===== src/rtl/cache_pkg.sv =====
// Shared definitions for the cache replacement controller:
// policy encodings and the victim-select LFSR.
package cache_pkg;

    typedef enum logic [1:0] {
        POL_LRU  = 2'b00,
        POL_FIFO = 2'b01,
        POL_RAND = 2'b10,
        POL_RSVD = 2'b11
    } policy_e;

    localparam logic [7:0] LFSR_SEED = 8'h01;

    // Taps 8,6,5,4 -> bits 7,5,4,3
    localparam logic [7:0] LFSR_TAPS = 8'hB8;

    function automatic logic [7:0] lfsr_step(
        input logic [7:0] s
    );
        return {s[6:0], ^(s & LFSR_TAPS)};
    endfunction

endpackage


===== src/rtl/replace_age_update.sv =====
// One set's age permutation: touch a way (ages below it shift up,
// touched way becomes youngest) and report the oldest way.
module replace_age_update
    import cache_pkg::*;
#(
    parameter int WAYS = 4,
    parameter int WW   = $clog2(WAYS)
) (
    input  logic [WAYS*WW-1:0] age_i,
    input  logic [WW-1:0]      touch_i,
    output logic [WAYS*WW-1:0] age_o,
    output logic [WW-1:0]      oldest_o
);

    logic [WW-1:0] ref_age;
    logic [WW-1:0] cur;

    always_comb begin
        ref_age = age_i[touch_i*WW +: WW];
        cur     = '0;
        age_o   = age_i;
        for (int w = 0; w < WAYS; w++) begin
            cur = age_i[w*WW +: WW];
            if (WW'(w) == touch_i) begin
                age_o[w*WW +: WW] = '0;
            end else if (cur < ref_age) begin
                age_o[w*WW +: WW] = cur + WW'(1);
            end else begin
                age_o[w*WW +: WW] = cur;
            end
        end
    end

    // Kept separate from the update so the victim path has no
    // false loop through touch_i.
    always_comb begin
        oldest_o = '0;
        for (int w = 0; w < WAYS; w++) begin
            if (age_i[w*WW +: WW] == WW'(WAYS - 1)) begin
                oldest_o = WW'(w);
            end
        end
    end

endmodule


===== src/rtl/cache_replace_ctrl.sv =====
// N-way, multi-set hit/fill/victim way selector with per-set
// true-LRU age permutations and run-time LRU/FIFO/random policy.
module cache_replace_ctrl
    import cache_pkg::*;
#(
    parameter  int WAYS = 4,
    parameter  int SETS = 8,
    localparam int WW   = $clog2(WAYS),
    localparam int SW   = (SETS > 1) ? $clog2(SETS) : 1
) (
    input  logic            CLK,
    input  logic            ResetN,
    input  logic            Access,
    input  logic [SW-1:0]   SetIdx,
    input  logic [WAYS-1:0] Valid,
    input  logic [WAYS-1:0] Eq,
    input  logic [1:0]      Policy,
    input  logic            Flush,
    output logic [WW-1:0]   Way,
    output logic            Hit,
    output logic            Evict,
    output logic            MultiHit,
    output logic            Done
);

    function automatic logic [WAYS*WW-1:0] reset_perm();
        logic [WAYS*WW-1:0] r;
        r = '0;
        for (int w = 0; w < WAYS; w++) begin
            r[w*WW +: WW] = WW'(w);
        end
        return r;
    endfunction

    localparam logic [WAYS*WW-1:0] RESET_PERM = reset_perm();

    policy_e            pol;
    logic [SW-1:0]      set_sel;
    logic [WAYS-1:0]    eq_m;
    logic               hit_c;
    logic               multi_c;
    logic               all_valid;
    logic               accept;
    logic               do_touch;
    logic [WW-1:0]      hit_way;
    logic [WW-1:0]      inv_way;
    logic [WW-1:0]      oldest;
    logic [WW-1:0]      victim;
    logic [WW-1:0]      sel_way;
    logic [WAYS*WW-1:0] cur_age;
    logic [WAYS*WW-1:0] nxt_age;

    logic [WAYS*WW-1:0] age_q [SETS];
    logic [WAYS*WW-1:0] age_d [SETS];
    logic [7:0]         lfsr_q, lfsr_d;
    logic [WW-1:0]      way_q, way_d;
    logic               hit_q, hit_d;
    logic               evict_q, evict_d;
    logic               multi_q, multi_d;
    logic               done_q, done_d;

    assign pol       = policy_e'(Policy);
    assign set_sel   = (SETS > 1) ? SetIdx : '0;
    assign accept    = Access && !Flush;
    assign eq_m      = Eq & Valid;
    assign hit_c     = |eq_m;
    assign multi_c   = (eq_m & (eq_m - WAYS'(1))) != '0;
    assign all_valid = &Valid;
    assign cur_age   = age_q[set_sel];

    always_comb begin
        hit_way = '0;
        inv_way = '0;
        for (int w = WAYS - 1; w >= 0; w--) begin
            if (eq_m[w]) begin
                hit_way = WW'(w);
            end
            if (!Valid[w]) begin
                inv_way = WW'(w);
            end
        end
    end

    always_comb begin
        victim = oldest;
        if (pol == POL_RAND) begin
            victim = lfsr_q[WW-1:0];
        end
    end

    always_comb begin
        sel_way = victim;
        if (hit_c) begin
            sel_way = hit_way;
        end else if (!all_valid) begin
            sel_way = inv_way;
        end
    end

    // FIFO ages track insertion order only, so hits never reorder.
    assign do_touch = (pol != POL_FIFO) || !hit_c;

    replace_age_update #(
        .WAYS (WAYS),
        .WW   (WW)
    ) u_age (
        .age_i    (cur_age),
        .touch_i  (sel_way),
        .age_o    (nxt_age),
        .oldest_o (oldest)
    );

    always_comb begin
        for (int s = 0; s < SETS; s++) begin
            age_d[s] = Flush ? RESET_PERM : age_q[s];
        end
        if (accept && do_touch) begin
            age_d[set_sel] = nxt_age;
        end
    end

    always_comb begin
        lfsr_d  = lfsr_q;
        way_d   = way_q;
        hit_d   = hit_q;
        evict_d = evict_q;
        multi_d = multi_q;
        done_d  = accept;
        if (accept) begin
            lfsr_d  = lfsr_step(lfsr_q);
            way_d   = sel_way;
            hit_d   = hit_c;
            evict_d = !hit_c && all_valid;
            multi_d = multi_c;
        end
    end

    always_ff @(posedge CLK or negedge ResetN) begin
        if (!ResetN) begin
            for (int s = 0; s < SETS; s++) begin
                age_q[s] <= RESET_PERM;
            end
            lfsr_q  <= LFSR_SEED;
            way_q   <= '0;
            hit_q   <= 1'b0;
            evict_q <= 1'b0;
            multi_q <= 1'b0;
            done_q  <= 1'b0;
        end else begin
            for (int s = 0; s < SETS; s++) begin
                age_q[s] <= age_d[s];
            end
            lfsr_q  <= lfsr_d;
            way_q   <= way_d;
            hit_q   <= hit_d;
            evict_q <= evict_d;
            multi_q <= multi_d;
            done_q  <= done_d;
        end
    end

    assign Way      = way_q;
    assign Hit      = hit_q;
    assign Evict    = evict_q;
    assign MultiHit = multi_q;
    assign Done     = done_q;

endmodule


===== config.mk =====
export PLATFORM = sky130hd
export DESIGN_NAME = cache_replace_ctrl
export DESIGN_NICKNAME = d
export VERILOG_FILES = /design/src/rtl/cache_pkg.sv /design/src/rtl/replace_age_update.sv /design/src/rtl/cache_replace_ctrl.sv
export SDC_FILE = /design/constraint.sdc
export NUM_CORES = 1
export LEC_CHECK = 0
export CELL_PAD_IN_SITES_DETAIL_PLACEMENT = 0
export CELL_PAD_IN_SITES_GLOBAL_PLACEMENT = 2
export CORE_MARGIN = 3
export CORE_UTILIZATION = 36
export DETAILED_ROUTE_END_ITERATION = 6
export PLACE_DENSITY_LB_ADDON = 0.1
export SYNTH_ARGS = -nofsm -noshare
export SYNTH_HDL_FRONTEND = slang
export SYNTH_SLANG_ARGS = --single-unit

===== constraint.sdc =====
create_clock -name CLK -period 3.5 [get_ports CLK]
set_input_delay 0.7 -clock CLK [delete_from_list [all_inputs] [get_ports CLK]]
set_output_delay 0.7 -clock CLK [all_outputs]
set_load 0.1 [all_outputs]

Yosys cells after proc, flatten, opt, wreduce, memory -nomap -nowiden:

Index checks and enable logic that the tools add are counted.

* logic and storage cells: 86
* register bits after elaboration: 78
* output and inout bits: 6
* bits of input ports: 17

* shift operators: 1
* bitwise gates (word level): 3
* reduce and logical (&&, ||, !) cells: 12
* multiplexer cells: 37
* order comparisons: 6
* $add $sub $neg: 5
* equal/unequal tests: 8

Operator list (number)
* $mux 8: 11
* $bwmux 64: 1
* $mux 64: 1
* $mux 2: 21
* $bmux 8 s3: 1
* $demux 8 s3: 1
* $add 2x1->2 const B: 4
* $and 4x4->4: 2
* $eq 2x2->1 const B: 4
* $lt 2x2->1: 4
* $reduce_xor 8->1: 1
* $shiftx 8x4->2: 1
* $eq 2x2->1 const A: 2
* $ge 4x4->1 const B: 1
* $logic_and 1x1->1: 4
* $lt 4x1->1 const B: 1
* $not 3->4: 1
* $reduce_and 4->1: 1
* $reduce_bool 4->1: 1
* $reduce_or 4->1: 1
* $sub 4x1->4 const B: 1
* $eq 1x2->1 const A: 1
* $logic_not 1->1: 2
* $logic_not 2->1: 1
* 3 further kinds: 3

Depth between registers and ports, before layout:

Gate-level depths: netlist of the first run.

* depth after elaboration: 17
* gate-level depth with buffers: 17
* mapped depth without buffers: 13

Modules after synthesis:

A second synthesis of the first run with hierarchy kept.

* cells, all modules: 430
* area total of the unflattened synthesis: 4665.7 µm²

Modules (own cells, without submodules)
* cache_replace_ctrl: times used 1, cells each 369, area each 4216.5 µm², sequential area each 1993.2 µm²
* replace_age_update: times used 1, cells each 61, area each 449.2 µm², sequential area each 0.0 µm²

Worst setup path after synthesis of the first run:

Ideal clock, no wire load.

* path kind: input to register
* start point: in SetIdx[1]
* end point: reg age_q[10] (netlist bit)
* path buffers: 3
* data required time: 3.413 ns
* path slack: -0.514 ns
* arrival time: 3.927 ns
* stages: 14
* setup time: 0.087 ns
* cells stage by stage: clkbuf_1 buf_2 mux2i_1 inv_1 ha_1 inv_1 a31oi_1 a221oi_1 buf_2 mux2_2 mux2_4 maj3_2 o221ai_4 o21ai_1

RTL lines
* start: declaration: RTL line cache_replace_ctrl.sv:14 `input logic [SW-1:0] SetIdx,`
* end signal: indexed assignment: RTL line cache_replace_ctrl.sv:151 `age_q[s] <= age_d[s];`
* end: declaration: RTL line cache_replace_ctrl.sv:53 `logic [WAYS*WW-1:0] age_q [SETS];`

==> results of run 1 <==
==> area by class of cell <==
| type | instances | area (um2) | share of cell area |
|---|---|---|---|
| clock buffer | 10 | 239 | 0.0400 |
| timing repair buffer | 109 | 982 | 0.164 |
| inverter | 14 | 52.6 | 0.00879 |
| sequential | 78 | 1990 | 0.333 |
| multi-input combinational | 293 | 2460 | 0.412 |
| clock inverter | 6 | 67.6 | 0.0113 |
| tap | 143 | 179 | 0.0299 |
==> cell families after synthesis <==
logic type               after synthesis  synth area share
buffers and inverters                 39            0.0395
multiplexers                          40             0.132
adder cells (fa/ha/maj)                6            0.0167
AND/OR/NAND/NOR                      103             0.139
XOR/XNOR                               3           0.00615
flip-flops                            78             0.466
AO/OA/AOI/OAI                        139             0.201
==> registers in the layout, summed over array words and instances (netlist names) <==
| register | count |
|---|---|
| Way | 2 |
| age_q | 64 |
| Hit | 1 |
| Evict | 1 |
| MultiHit | 1 |
| Done | 1 |
| lfsr_q | 8 |
==> power groups by stage <==
| stage | registers [mW] | logic [mW] | clock network (mW) |
|---|---|---|---|
| 3_5_place_dp | 1.05 | 0.564 | 0 |
| 4_1_cts | 1.03 | 0.613 | 1.01 |
| 3_3_place_gp | 1.04 | 0.563 | 0 |
| 5_1_grt | 1.04 | 0.722 | 1.04 |
| 2_1_floorplan | 1.09 | 0.300 | 0 |
| 6_report | 1.03 | 0.674 | 0.980 |
==> final timing paths <==
| path | from | endpoint | slack, ns | cells after the start |
|---|---|---|---|---|
| setup / recovery | SetIdx[0] | age_q[4] | -0.25 | 18 |
| hold / removal | Evict | Evict | 0.47 | 2 |
| setup reg to reg | age_q[27] | age_q[4] | -0.14 | 17 |
| hold reg to reg | Evict | Evict | 0.47 | 2 |
| max in group asynchronous | ResetN | age_q[27] | 2.33 | 1 |
| min in group asynchronous | ResetN | lfsr_q[6] | 0.51 | 1 |
==> cell usage after synthesis, drive strengths merged, types with 2 or more instances <==
cell type,instances,area share
dfrtp,45,0.26
xnor2,3,0.0061
mux4,9,0.047
clkbuf,19,0.017
o22ai,4,0.0073
o211ai,5,0.012
nor3b,2,0.0035
o221ai,3,0.013
buf,6,0.011
nand2b,7,0.010
nand3,5,0.0059
a22oi,2,0.0035
a21oi,19,0.023
nand2,25,0.022
maj3,3,0.0079
mux2,18,0.048
nor3,8,0.0094
mux2i,13,0.036
nand3b,35,0.061
o21ai,86,0.10
nor2b,2,0.0029
o21a,2,0.0035
inv,14,0.012
dfstp,33,0.20
a221o,3,0.0070
a31oi,7,0.010
ha,3,0.0088
and2,5,0.0073
nor2,10,0.0088
a22o,2,0.0041
==> worst max-delay path, delay by kind of cell <==
family,cells,cell delay (ns)
buffers and inverters,6,0.82
adders and majority gates,1,0.18
AOI/OAI and AO/OA,7,1.61
muxes,3,0.58
and+or+nand+nor,1,0.06
==> per-stage QoR <==
| step | TNS (ns) | hold slack (ns) | power (mW) | instance area [um2] | std cells |
|---|---|---|---|---|---|
| 2_1_floorplan | -12.07 | 0.404 | 1.39 | 4320 | 408 |
| 3_3_place_gp | -68.73 | 0.461 | 1.61 | 5120 | 616 |
| 3_5_place_dp | -69.42 | 0.461 | 1.61 | 5120 | 616 |
| 4_1_cts | -4.79 | 0.477 | 2.66 | 5670 | 648 |
| 5_1_grt | -13.13 | 0.512 | 2.81 | 5980 | 653 |
| 6_report | -7.72 | 0.471 | 2.69 | 5980 | 653 |
==> metal layers <==
metal  wire length (um)  up-vias  GRT usage
met5                  0        -          0
met4                157        0     0.0399
met3                294       11     0.0516
met2               6180       51      0.310
met1               5620     1806      0.255
li1                   -     1713          -
==> repair_timing <==
action,CTS,global route
setup buffers,14,7
setup endpoints to repair,64,64
pin swaps,19,39
resized for setup,58,80
hold endpoints to repair,0,0
cloned,2,0
==> flow_summary.html, run 1 <==
<table>
<tr><th>Metric</th><th>Value</th></tr>
<tr><th colspan="2">Pwr</th></tr>
<tr><td>Switching fraction of total power</td><td>0.301</td></tr>
<tr><td>Leakage Power</td><td>2.43 nW</td></tr>
<tr><td>Internal Dissipation</td><td>around 1.9 mW</td></tr>
<tr><td>Combinational fraction of design power</td><td>0.251</td></tr>
<tr><td>Worst supply voltage drop on vdd</td><td>~0.36 mV</td></tr>
<tr><td>Share of power burned in the clock network</td><td>0.365</td></tr>
<tr><td>Net switching component of the power</td><td>810 uW</td></tr>
<tr><td>Share of power burned in registers</td><td>0.384</td></tr>
<tr><td>Power density over the cells</td><td>449 nW/um2</td></tr>
<tr><th colspan="2">Timing</th></tr>
<tr><td>Max-slew violations</td><td>0</td></tr>
<tr><td>Number of setup violations in the final report</td><td>57</td></tr>
<tr><td>Max Fclk</td><td>roughly 270 MHz</td></tr>
<tr><td>Max-Slew Margin vs Limit</td><td>0.331</td></tr>
<tr><td>Final count of hold timing violations</td><td>0</td></tr>
<tr><td>Skew final</td><td>0.00745 ns</td></tr>
<tr><td>Share of the clock period used by the worst path after layout</td><td>1.07</td></tr>
<tr><td>Measured slew at the worst slew-check pin</td><td>1.00 ns</td></tr>
<tr><td>Worst-case setup margin in the final layout</td><td>-0.247 ns</td></tr>
<tr><td>Setup repair after global routing missed its margin</td><td>yes</td></tr>
<tr><td>Final critical-path required period</td><td>between 3 and 4 ns</td></tr>
<tr><th colspan="2">Global route</th></tr>
<tr><td>Overall overflow remaining after global route</td><td>0</td></tr>
<tr><td>Via count of the first global-routing pass</td><td>3719</td></tr>
<tr><td>Wire length of the first global-routing pass</td><td>slightly below 20000 um</td></tr>
<tr><td>Initial antenna violation count</td><td>0</td></tr>
<tr><td>Pin count of the biggest net entering global routing</td><td>around 80</td></tr>
<tr><td>Total track usage</td><td>0.190</td></tr>
<tr><th colspan="2">Worst setup path</th></tr>
<tr><td>Kind of critical path</td><td>in -&gt; reg</td></tr>
<tr><td>Data arrival time of the critical path</td><td>a little under 4 ns</td></tr>
<tr><td>Startpoint kind of the worst setup timing path</td><td>input pin</td></tr>
<tr><td>Highest net fanout along the worst path</td><td>8</td></tr>
<tr><td>Slowest Stage Delay on Critical Path</td><td>around 0.36 ns</td></tr>
<tr><td>Crit end category</td><td>flop</td></tr>
<tr><td>Crit path required time</td><td>~3.7 ns</td></tr>
<tr><td>Crit path cell chain</td><td>buf_12 -&gt; mux2_4 -&gt; a221o_1 -&gt; a21oi_2 -&gt; inv_2 -&gt; ha_4 -&gt; nand2b_4 -&gt; a31oi_2 -&gt; a221oi_2 -&gt; buf_4 -&gt; buf_6 -&gt; mux2i_2 -&gt; buf_4 -&gt; mux2i_4 -&gt; buf_6 -&gt; o211ai_1 -&gt; o311a_4 -&gt; o21ai_2</td></tr>
<tr><td>Master of the slowest instance on the critical path</td><td>o311a_4</td></tr>
<tr><th colspan="2">Yosys</th></tr>
<tr><td>Syn Nets</td><td>~430</td></tr>
<tr><td>Syn Area/Cell</td><td>10.5 um2</td></tr>
<tr><td>Sequential cell area fraction in the yosys report</td><td>0.466</td></tr>
<tr><td>Number of warnings issued by yosys</td><td>0</td></tr>
<tr><td>Area of the mapped netlist</td><td>between 4000 and 5000 um2</td></tr>
<tr><td>Register bit count reported by yosys</td><td>approximately 80</td></tr>
<tr><td>Synth Instances</td><td>408</td></tr>
<tr><td>Number of distinct standard cells referenced by the synthesized netlist</td><td>50</td></tr>
<tr><td>Synth async-reset ratio</td><td>1.00</td></tr>
<tr><td>Number of synthesized flops with an enable pin</td><td>0</td></tr>
<tr><td>Dominant register cell in the synthesized netlist</td><td>dfrtp_1</td></tr>
<tr><th colspan="2">Die</th></tr>
<tr><td>Die extent in x</td><td>approximately 110 um</td></tr>
<tr><td>Die footprint</td><td>~13000 um2</td></tr>
<tr><td># rows</td><td>39</td></tr>
<tr><td>Core ar.</td><td>~12000 um2</td></tr>
<tr><td>Boundary Pins</td><td>23</td></tr>
<tr><td>Y dimension of the die</td><td>between 100 and 150 um</td></tr>
<tr><td>Initial Utilization</td><td>0.371</td></tr>
<tr><th colspan="2">Clock network</th></tr>
<tr><td>TritonCTS clock tree</td><td>done</td></tr>
<tr><td>Clock Latency Late Sink</td><td>about 0.35 ns</td></tr>
<tr><td>Number of clock sinks</td><td>78</td></tr>
<tr><td>Post-CTS clock slew at the launch and capture registers of the worst setup and hold paths</td><td>approximately 0.060 ns</td></tr>
<tr><td>H-tree Lvls</td><td>3</td></tr>
<tr><td>Clk Tree Root Cell</td><td>clkbuf_16</td></tr>
<tr><td>Number of buffers inserted during clock tree synthesis</td><td>9</td></tr>
<tr><td>Count of hold buffers inserted by post-cts repair</td><td>0</td></tr>
<tr><td>Longest Clk Path Bufs</td><td>2</td></tr>
<tr><th colspan="2">Layout</th></tr>
<tr><td>Util after Layout</td><td>0.519</td></tr>
<tr><td>Most common cell after layout, fill and taps aside</td><td>buf_4</td></tr>
<tr><td>Share of cells above drive strength 1</td><td>0.488</td></tr>
<tr><td>Number of nets at the end of the flow</td><td>roughly 530</td></tr>
<tr><td>Fill cell instance count of the final layout</td><td>1035</td></tr>
<tr><td>Leading cell types in the layout, fill and taps excluded</td><td>buf_4 (69), dfrtp_1 (45), nand3b_1 (35)</td></tr>
<tr><td>Area grow syn2layout</td><td>39.8%</td></tr>
<tr><td>Number of antenna diodes</td><td>0</td></tr>
<tr><th colspan="2">Routing</th></tr>
<tr><td>Routed via count</td><td>between 3000 and 4000</td></tr>
<tr><td>Per-cell via count in the routed design</td><td>5.48</td></tr>
<tr><td>Post-DRT Antenna Nets</td><td>0</td></tr>
<tr><td>Average wire per cell in the routed design</td><td>18.8 um</td></tr>
<tr><td>DRC errors left</td><td>0</td></tr>
<tr><td>Iter 0 DRT Violations</td><td>approximately 180</td></tr>
<tr><td>Number of detailed-route iterations in the first pass</td><td>5</td></tr>
<tr><td>Total wirelength of the detailed-routed design</td><td>about 12000 um</td></tr>
<tr><th colspan="2">Outcome</th></tr>
<tr><td>Violated checks</td><td>negative setup slack</td></tr>
<tr><td>Run status</td><td>complete, but fails checks</td></tr>
<tr><th colspan="2">Placed design</th></tr>
<tr><td>Detailed Place HPWL</td><td>about 7800 um</td></tr>
<tr><td>Weighted congestion at the end of routability-driven global placement</td><td>about 0.80</td></tr>
<tr><td># port buffers</td><td>22</td></tr>
<tr><td>Worst setup slack after placement</td><td>-1.16 ns</td></tr>
<tr><th colspan="2">Run</th></tr>
<tr><td>Number of maximum-capacitance violations</td><td>0</td></tr>
<tr><th colspan="2">Hold path</th></tr>
<tr><td>Worst hold path class</td><td>reg -&gt; reg</td></tr>
</table>
Note: power is estimated with default switching activity, not from simulation.
==> run 2, diff against run 1 <==
GPL_TIMING_DRIVEN = 0   (was unset)
==> run 2 against run 1 <==
  * The flow still finishes with violations (negative setup slack)
  * Core utilization decreased by 0.22 points
  * Sequential cell count stayed put
  * Cell count down 3.1%
  * Non-clock buffer count fell by 20
  * Global-route usage grew 0.73 points
  * Wire length grew 3.9%
==> flow_summary.html, run 2 (synthesized netlist as in run 1, its figures left out) <==
<table>
<tr><th>Metric</th><th>Value</th></tr>
<tr><th colspan="2">Timing</th></tr>
<tr><td>Max Fclk</td><td>265 MHz (-0.70%)</td></tr>
<tr><td>Number of setup violations in the final report</td><td>59 (+3.5%)</td></tr>
<tr><td>Max-slew violations</td><td>0 (unchanged)</td></tr>
<tr><td>Measured slew at the worst slew-check pin</td><td>0.965 ns (-0.0375 ns)</td></tr>
<tr><td>Skew final</td><td>0.00574 ns (-0.00171 ns)</td></tr>
<tr><td>Max-Slew Margin vs Limit</td><td>0.354 (+0.0230)</td></tr>
<tr><td>Share of the clock period used by the worst path after layout</td><td>1.08 (+0.00758)</td></tr>
<tr><td>Final count of hold timing violations</td><td>0 (unchanged)</td></tr>
<tr><td>Worst-case setup margin in the final layout</td><td>-0.274 ns (-0.0265 ns)</td></tr>
<tr><td>Final critical-path required period</td><td>3.77 ns (+0.0265 ns)</td></tr>
<tr><td>Setup repair after global routing missed its margin</td><td>yes</td></tr>
<tr><th colspan="2">Pwr</th></tr>
<tr><td>Switching fraction of total power</td><td>0.294 (-0.00704)</td></tr>
<tr><td>Leakage Power</td><td>2.32 nW (-4.4%)</td></tr>
<tr><td>Combinational fraction of design power</td><td>0.266 (+0.015)</td></tr>
<tr><td>Power density over the cells</td><td>449 nW/um2 (about the same)</td></tr>
<tr><td>Internal Dissipation</td><td>1.89 mW (+0.51%)</td></tr>
<tr><td>Share of power burned in registers</td><td>0.385 (about the same)</td></tr>
<tr><td>Net switching component of the power</td><td>787 uW (-2.8%)</td></tr>
<tr><td>Total Power</td><td>2.67 mW (-0.49%)</td></tr>
<tr><td>Share of power burned in the clock network</td><td>0.348 (-0.017)</td></tr>
<tr><td>Worst supply voltage drop on vdd</td><td>0.287 mV (-21%)</td></tr>
<tr><th colspan="2">Routing</th></tr>
<tr><td>DRC errors left</td><td>0 (unchanged)</td></tr>
<tr><td>Number of detailed-route iterations in the first pass</td><td>4 (-1)</td></tr>
<tr><td>Total wirelength of the detailed-routed design</td><td>12700 um (+3.9%)</td></tr>
<tr><td>Post-DRT Antenna Nets</td><td>0 (unchanged)</td></tr>
<tr><td>Average wire per cell in the routed design</td><td>20.1 um (+7.2%)</td></tr>
<tr><td>Routed via count</td><td>3559 (-0.61%)</td></tr>
<tr><td>Iter 0 DRT Violations</td><td>191 (+7.3%)</td></tr>
<tr><td>Per-cell via count in the routed design</td><td>5.62 (+2.5%)</td></tr>
<tr><th colspan="2">Worst setup path</th></tr>
<tr><td>Crit path required time</td><td>3.77 ns (+0.05 ns)</td></tr>
<tr><td>Highest net fanout along the worst path</td><td>8 (unchanged)</td></tr>
<tr><td>Crit end category</td><td>flop</td></tr>
<tr><td>Startpoint kind of the worst setup timing path</td><td>input pin</td></tr>
<tr><td>Data arrival time of the critical path</td><td>4.04 ns (+0.07 ns)</td></tr>
<tr><td>Kind of critical path</td><td>in -&gt; reg</td></tr>
<tr><th colspan="2">Layout</th></tr>
<tr><td>Share of cells above drive strength 1</td><td>0.437 (-0.0515)</td></tr>
<tr><td>Area grow syn2layout</td><td>39.3%</td></tr>
<tr><td>Non-filler instance count after layout</td><td>633 (-3.1%)</td></tr>
<tr><td>Util after Layout</td><td>0.517 (-0.00217)</td></tr>
<tr><td>Number of nets at the end of the flow</td><td>505 (-3.8%)</td></tr>
<tr><td>Fill cell instance count of the final layout</td><td>1033 (-0.19%)</td></tr>
<tr><td>Largest Register</td><td>age_q</td></tr>
<tr><td>Most common cell after layout, fill and taps aside</td><td>dfrtp_1</td></tr>
<tr><td>Leading cell types in the layout, fill and taps excluded</td><td>dfrtp_1 (45), nand3b_1 (35), o21ai_2 (35)</td></tr>
<tr><td>Max reg flops</td><td>64 (unchanged)</td></tr>
<tr><td>Number of antenna diodes</td><td>0 (unchanged)</td></tr>
<tr><th colspan="2">Clock network</th></tr>
<tr><td>Longest Clk Path Bufs</td><td>2 (unchanged)</td></tr>
<tr><td>Clock Latency Late Sink</td><td>0.34 ns (about the same)</td></tr>
<tr><td>Number of clock sinks</td><td>78 (unchanged)</td></tr>
<tr><td>Count of hold buffers inserted by post-cts repair</td><td>0 (unchanged)</td></tr>
<tr><td>H-tree Lvls</td><td>3 (unchanged)</td></tr>
<tr><td>Post-CTS clock slew at the launch and capture registers of the worst setup and hold paths</td><td>0.06 ns (about the same)</td></tr>
<tr><td>Clk Tree Root Cell</td><td>clkbuf_16</td></tr>
<tr><td>Number of buffers inserted during clock tree synthesis</td><td>9 (unchanged)</td></tr>
<tr><td>TritonCTS clock tree</td><td>done</td></tr>
<tr><th colspan="2">Die</th></tr>
<tr><td>Core ar.</td><td>11500 um2 (unchanged)</td></tr>
<tr><td># rows</td><td>39 (unchanged)</td></tr>
<tr><td>Y dimension of the die</td><td>115 um (unchanged)</td></tr>
<tr><td>Die extent in x</td><td>115 um (unchanged)</td></tr>
<tr><td>Initial Utilization</td><td>0.371 (unchanged)</td></tr>
<tr><td>Die footprint</td><td>13200 um2 (unchanged)</td></tr>
<tr><td>Boundary Pins</td><td>23 (unchanged)</td></tr>
<tr><th colspan="2">Placed design</th></tr>
<tr><td>Detailed Place HPWL</td><td>8230 um (+6.2%)</td></tr>
<tr><td>Number of placed cells counting well taps</td><td>573 (-7.0%)</td></tr>
<tr><td># port buffers</td><td>21 (-4.5%)</td></tr>
<tr><td>Weighted congestion at the end of routability-driven global placement</td><td>0.812 (+1.5%)</td></tr>
<tr><th colspan="2">Run</th></tr>
<tr><td>Number of maximum-capacitance violations</td><td>0 (unchanged)</td></tr>
<tr><th colspan="2">Global route</th></tr>
<tr><td>Wire length of the first global-routing pass</td><td>19800 um (+2.3%)</td></tr>
<tr><td>Overall overflow remaining after global route</td><td>0 (unchanged)</td></tr>
<tr><td>Initial antenna violation count</td><td>0 (unchanged)</td></tr>
<tr><td>Total track usage</td><td>0.197 (+0.00734)</td></tr>
<tr><td>Pin count of the biggest net entering global routing</td><td>42 (-47%)</td></tr>
<tr><td>Via count of the first global-routing pass</td><td>3597 (-3.3%)</td></tr>
<tr><th colspan="2">Hold path</th></tr>
<tr><td>Worst hold path class</td><td>in -&gt; async</td></tr>
<tr><th colspan="2">Outcome</th></tr>
<tr><td>Violated checks</td><td>negative setup slack</td></tr>
<tr><td>Run status</td><td>complete, but fails checks</td></tr>
</table>
[run 2: cell count changes in the layout (fill, tap and decap cells not counted), moves of 5 or more]
cell      previous run  this run
o21ai_0             29        34
o21ai_1             24        16
buf_6               14         5
buf_4               69        32
buf_12               4        11
clkbuf_1             0        19
[run 2: through the flow]
stage / hold slack, ns / TNS, ns / instance area [um2] / worst slack (ns)
finish: 0.323 / -12.07 / 5950 / -0.274
global route: 0.358 / -20.56 / 5950 / -0.406
CTS: 0.337 / -12.64 / 5640 / -0.298
detailed placement: 0.467 / -101.52 / 4730 / -1.69
global placement: 0.460 / -156.53 / 4710 / -1.64
floorplan: 0.404 / -12.07 / 4320 / -0.314
[run 2: path summary, 6_finish.rpt]
path	startpoint	to	slack [ns]	cells after the start
hold / removal	ResetN	age_q[1]	0.32	1
max in group asynchronous	ResetN	age_q[15]	2.51	2
hold reg to reg	Evict	Evict	0.47	2
setup / recovery	SetIdx[0]	age_q[61]	-0.27	20
setup reg to reg	age_q[37]	age_q[61]	-0.11	16
min in group CLK	Evict	Evict	0.47	2
[run 2: routing by layer]
metal	wire, um	vias up	global-route usage
met5	0	-	0
met4	173	0	0.0626
met3	476	14	0.0311
met1	5600	1807	0.265
met2	6480	57	0.328
li1	-	1681	-
[run 2: area by class of cell]
cell class                 count  area (um2)  area share
inverter                      14        52.6     0.00883
buffer                        25         178      0.0299
sequential                    78        1990       0.335
clock inverter                 4        46.3     0.00778
timing repair buffer          64         689       0.116
clock buffer                  12         246      0.0414
multi-input combinational    293        2570       0.431
tap                          143         179      0.0301
[run 2: power groups by stage]
stage / combinational [mW] / clock [mW] / sequential (mW)
after floorplan: 0.300 / 0 / 1.09
after global placement: 0.491 / 0 / 1.04
after detailed placement: 0.498 / 0 / 1.05
after CTS: 0.624 / 0.952 / 1.03
after global routing: 0.764 / 0.987 / 1.04
final: 0.712 / 0.931 / 1.03
[run 2: what timing repair did]
action	CTS	global route
pin swaps	39	25
setup buffers	27	12
endpoints found under the setup margin	66	64
gates resized for setup	87	50
cloned	5	0
[run 2: worst max-delay path, stage by stage]
cell and delay (ns):
buf_12 0.11, buf_12 0.13, buf_12 0.13, buf_6 0.11
mux2i_2 0.17, o211ai_1 0.14, a21oi_2 0.24, inv_2 0.09
ha_4 0.17, nand2b_4 0.07, a31oi_4 0.08, a221oi_2 0.28
buf_4 0.19, mux2_4 0.30, buf_4 0.14, mux2_4 0.32
a31oi_4 0.22, o221ai_4 0.14, buf_12 0.16, o21ai_1 0.13
==> patch 1 (config.mk and constraints of run 2) <==
Make the reset (`ResetN`) synchronous in one clocked block.
--- a/src/rtl/cache_replace_ctrl.sv
+++ b/src/rtl/cache_replace_ctrl.sv
@@ -135,7 +135,7 @@
         end
     end
 
-    always_ff @(posedge CLK or negedge ResetN) begin
+    always_ff @(posedge CLK) begin
         if (!ResetN) begin
             for (int s = 0; s < SETS; s++) begin
                 age_q[s] <= RESET_PERM;
Formal check against the unedited RTL: differs if ResetN is asserted again (counterexample within 4 cycles, from zero or initial values and one cycle with ResetN low); with ResetN held inactive, the same outputs for 4 cycles.
==> patch 1 against run 2 <==
  * The flow still finishes with violations (negative setup slack)
  * Area after synthesis decreased by 3.9%
  * Routed wire length increased by 10%
  * Power decreased by 11%
  * Worst setup slack gained 0.24 ns
  * Sequential cell count unchanged
  * Register-to-register slack improved by 0.41 ns
  * Non-clock buffer count grew 18
  * Design area fell by 0.40%
  * Critical path type unchanged
  * Largest power group is now the clock network
  * Highest routed layer unchanged
==> patch 1: results (changes against run 2) <==
Final layout
  – CLK BUF: 9 (-3)
  – Non-clock buffer count: 107 (+20%)
  – Post-Layout Cell Count: 719 (+14%)
  – Buffer share of cell area: 15.8% (+1.3 points)
  – Antenna cell count: 0 (unchanged)
  – Count of multi-input gates: 375 (+28%)
  – Seq area share: 26.3% (-7.1 points)
  – Non-CTS inverters: 4 (-10)
  – Nets: 595 (+18%)
  – Final Util: 54.0% (+2.3 points)

Synthesis
  – Synthesized Nets: 513 (+20%)
  – XOR/XNOR Fraction of Synth Area: 0.640% (+0.025 points)
  – Synth Area in Adders: 1.16% (-0.51 points)
  – Synth Area in Compound Gates: 22.9% (+2.8 points)
  – Gate Count Post-Synth: 493 (+21%)
  – Ranking of synthesized cells by area: dfxtp_1 38%, o21ai_0 7.2%, mux4_2 5.5%
  – Post-synth ARST share: 0% (-100 points)
  – Commonest cells in the netlist: 78 x dfxtp_1, 59 x o21ai_0, 57 x nand2_1
  – Synth cell types: 54 (+8.0%)
  – Post-synthesis mux area share: 9.23% (-4.0 points)

Worst setup path
  – Critical-path top delay cell: mux4_2
  – CP max stage delay: 0.54 ns (+0.22 ns)
  – Worst EP arrival: 3.81 ns (-0.23 ns)

STA
  – Sum Neg Setup Slack: -0.257 ns (+11.81 ns)
  – Clk_skew: 0.00859 ns (+0.00285 ns)
  – Final setup viols: 26 (-56%)
  – Setup ws final: -0.0291 ns (+0.244 ns)
  – Max-slew headroom: 35.3% (-0.10 points)

Global route
  – Vias in the first global route: 3947 (+9.7%)
  – Largest net degree at the start of global routing: 14 (-67%)
  – GRT Overall Usage: 22.2% (+2.4 points)
  – First-pass GRT wire length: 21900 µm (+10%)

Detailed routing
  – Pre-antenna DRT Iters: 6 (+2)
  – Drt via density: 5.87 (+4.4%)
  – 1st-iter DRT viols: 285 (+49%)
  – Routed WL: 14000 µm (+10%)

Place
  – Inst Count DP: 653 (+14%)
  – IO buf count: 20 (-4.8%)
  – DPL Wire Length: 9240 µm (+12%)
  – Pre-CTS WS: -2.06 ns (-0.375 ns)
  – Cell Area, Placed: 4590 µm² (-2.8%)
  – Gp weighted congestion: 0.816 (+0.54%)

Die
  – CORE AREA: 11000 µm² (-4.6%)

Pwr
  – Pleak: 2.04 nW (-12%)
  – Sw Share: 27.9% (-1.5 points)
  – Pwr/cell area: 403 nW/µm² (-10%)
  – Peak supply drop: 0.300 mV (+4.6%)

Status
  – Failing checks: negative setup slack
  – Outcome: finished with violations

Min path
  – Hold Path Class: reg -> reg
==> patch 1: cell types whose count changed after synthesis, sizes merged, moves of 27 or more <==
cell    change
dfrtp      -45
dfstp      -33
dfxtp      +78
nand2      +32
nand3      +34
nand3b     -34
o21ai      -27
==> patch 1: power groups by stage <==
| stage | clock network (mW) | registers [mW] | logic (mW) |
|---|---|---|---|
| 2_1_floorplan | 0 | 0.945 | 0.194 |
| 3_5_place_dp | 0 | 0.925 | 0.313 |
| 5_1_grt | 1.06 | 0.906 | 0.510 |
| 4_1_cts | 1.02 | 0.905 | 0.421 |
| 6_report | 1.01 | 0.905 | 0.480 |
| 3_3_place_gp | 0 | 0.924 | 0.313 |
==> patch 1: layer usage <==
| metal | part of all wire, % | vias to the layer above | GRT usage, % |
|---|---|---|---|
| met2 | 47 | 113 | 35.2 |
| met5 | 0 | - | 0 |
| met1 | 45 | 2050 | 29.4 |
| met3 | 5.0 | 27 | 4.71 |
| li1 | - | 2029 | - |
| met4 | 2.7 | 0 | 8.89 |
==> patch 1: timing repair <==
| action | CTS | global route |
|---|---|---|
| cloned | 0 | 0 |
| hold buffers | 0 | 0 |
| setup endpoints to repair | 66 | 64 |
| pin swaps | 42 | 39 |
| resized for setup | 96 | 71 |
| buffers inserted | 34 | 23 |
==> patch 1: final timing paths <==
check | end | cells past startpoint | slack (ns) | start
max | age_q[4][3] | 17 | -0.03 | SetIdx[1]
min | lfsr_q[3] | 2 | 0.45 | lfsr_q[2]
max reg2reg | age_q[4][3] | 14 | 0.30 | age_q[1][2]
min reg2reg | lfsr_q[3] | 2 | 0.45 | lfsr_q[2]
==> patch 1: worst max-delay path: cells and delay by family <==
kind / cells / cell delay, ns
fa+ha+maj: 1 / 0.18
simple gates: 3 / 0.32
compound gates: 7 / 1.36
buf+inv: 5 / 0.69
mux: 1 / 0.54
==> patch 2 (config.mk and constraints of run 2) <==
Made on the original files. The parameter `SETS` goes from 8 to 4.
--- a/src/rtl/cache_replace_ctrl.sv
+++ b/src/rtl/cache_replace_ctrl.sv
@@ -4,7 +4,7 @@
     import cache_pkg::*;
 #(
     parameter  int WAYS = 4,
-    parameter  int SETS = 8,
+    parameter  int SETS = 4,
     localparam int WW   = $clog2(WAYS),
     localparam int SW   = (SETS > 1) ? $clog2(SETS) : 1
 ) (
Ports: changed (resized SetIdx); port bits go from 23 to 22. The function was not compared with the original's and may differ.
==> patch 2 against run 2 <==
  * Worst setup slack improved by 0.39 ns
  * Sequential power decreased by 37%
  * Sequential cell count decreased by 32
  * Power decreased by 46%
  * Area after synthesis decreased by 39%
  * Design area decreased by 45%
  * Routed wire length decreased by 46%
  * Largest power group unchanged
  * Non-clock buffer count decreased by 42
==> patch 2: results (changes against run 2) <==
Status
  – Outcome: completed

Global route
  – Global Route met2 Usage: 26.2% (-6.6 points)
  – GRT Overall Usage: 17.0% (-2.7 points)
  – Vias in the first global route: 2113 (-41%)
  – GRT met3 Usage: 3.23% (+0.13 points)
  – Met1 Track Usage GR: 23.6% (-2.9 points)
  – First-pass GRT wire length: 11100 µm (-44%)
  – Largest net degree at the start of global routing: 39 (-7.1%)

Final layout
  – Post-Layout Cell Count: 392 (-38%)
  – ClkCell Share: 2.58% (-2.3 points)
  – CLK BUF: 7 (-5)
  – Non-CTS inverters: 9 (-5)
  – Buffer share of cell area: 12.4% (-2.2 points)
  – Nets: 314 (-38%)
  – Fillers: 674 (-35%)
  – Non-clock buffer count: 47 (-47%)
  – Area of the multi-input gates: 1440 µm² (-44%)
  – Max reg flops: 32 (-50%)
  – Register area: 1170 µm² (-41%)
  – Count of multi-input gates: 186 (-37%)

Synthesis
  – Commonest cells in the netlist: 37 x o21ai_0, 29 x dfrtp_1, 24 x o21ai_1
  – Post-synthesis mux area share: 10.7% (-2.5 points)
  – Synth cell types: 53 (+6.0%)
  – XOR/XNOR Fraction of Synth Area: 1.00% (+0.39 points)
  – Seq/Total Area, Yosys: 44.8% (-1.8 points)
  – Mean area per synthesized cell: 10.3 µm² (-2.1%)
  – Gate Count Post-Synth: 255 (-38%)
  – Ranking of synthesized cells by area: dfrtp_1 28%, dfstp_2 17%, o21ai_0 7.1%
  – Synth Area in Compound Gates: 23.5% (+3.4 points)
  – Synthesized Nets: 274 (-36%)
  – Seq cells post-synth: 46 (-41%)

Pwr
  – Pleak: 1.28 nW (-45%)
  – Peak supply drop: 0.176 mV (-39%)

STA
  – Clk_skew: 0.0130 ns (+0.00727 ns)
  – Period utilisation layout: 96.8% (-11 points)
  – Slew @ Worst Pin: 0.961 ns (-0.00472 ns)

Detailed routing
  – DR WL met3: 198 µm (-58%)
  – 1st-iter DRT viols: 103 (-46%)
  – Routed WL per cell: 17.4 µm (-14%)

Worst setup path
  – Worst EP arrival: 3.55 ns (-0.49 ns)
  – Crit. Startpoint: SetIdx[0]
  – Critical-path top delay cell: mux4_2
  – Worst Path Max Fanout: 10 (+2)
  – R2r startpoint: age_q[27]
  – Critical Path Sink: age_q[4]

Clock tree
  – Post-CTS setup buffers: 6 (-78%)
  – Clock Latency Late Sink: 0.30 ns (-0.04 ns)
  – Reg clk slew, reported paths: 0.09 ns (+0.03 ns)
  – H-Tree Depth: 2 (-1)

Place
  – Inst Count DP: 372 (-35%)
  – DPL Wire Length: 4750 µm (-42%)
  – IO buf count: 20 (-4.8%)
  – Pre-CTS WS: -1.05 ns (+0.634 ns)
  – Cell Area, Placed: 2980 µm² (-37%)
  – Gp weighted congestion: 0.775 (-4.5%)

Die
  – Starting Density: 37.9% (+0.75 points)
==> patch 2: changes by cell type after synthesis, sizes merged, moves of 6 or more <==
cell | before | now
nand2b | 7 | 1
clkbuf | 19 | 9
nand3b | 35 | 16
inv | 14 | 7
dfrtp | 45 | 29
dfstp | 33 | 17
nor3 | 8 | 2
mux2i | 13 | 2
nand2 | 25 | 13
a21oi | 19 | 4
mux2 | 18 | 9
o21ai | 86 | 64
==> patch 2: worst min-delay path by stage <==
stage / slack [ns] / to / startpoint / depth (start not counted)
final: 0.24 / Way[0] / ResetN / 1
after global routing: 0.24 / Way[0] / ResetN / 1
after CTS: 0.24 / Way[0] / ResetN / 1
after detailed placement: 0.46 / MultiHit / MultiHit / 1
after global placement: 0.46 / Way[1] / Way[1] / 2
after floorplan: 0.40 / Done / ResetN / 0
==> patch 2: power breakdown <==
part	internal, mW	switching [mW]
registers	0.610	0.0426
clock network	0.142	0.188
logic	0.201	0.252
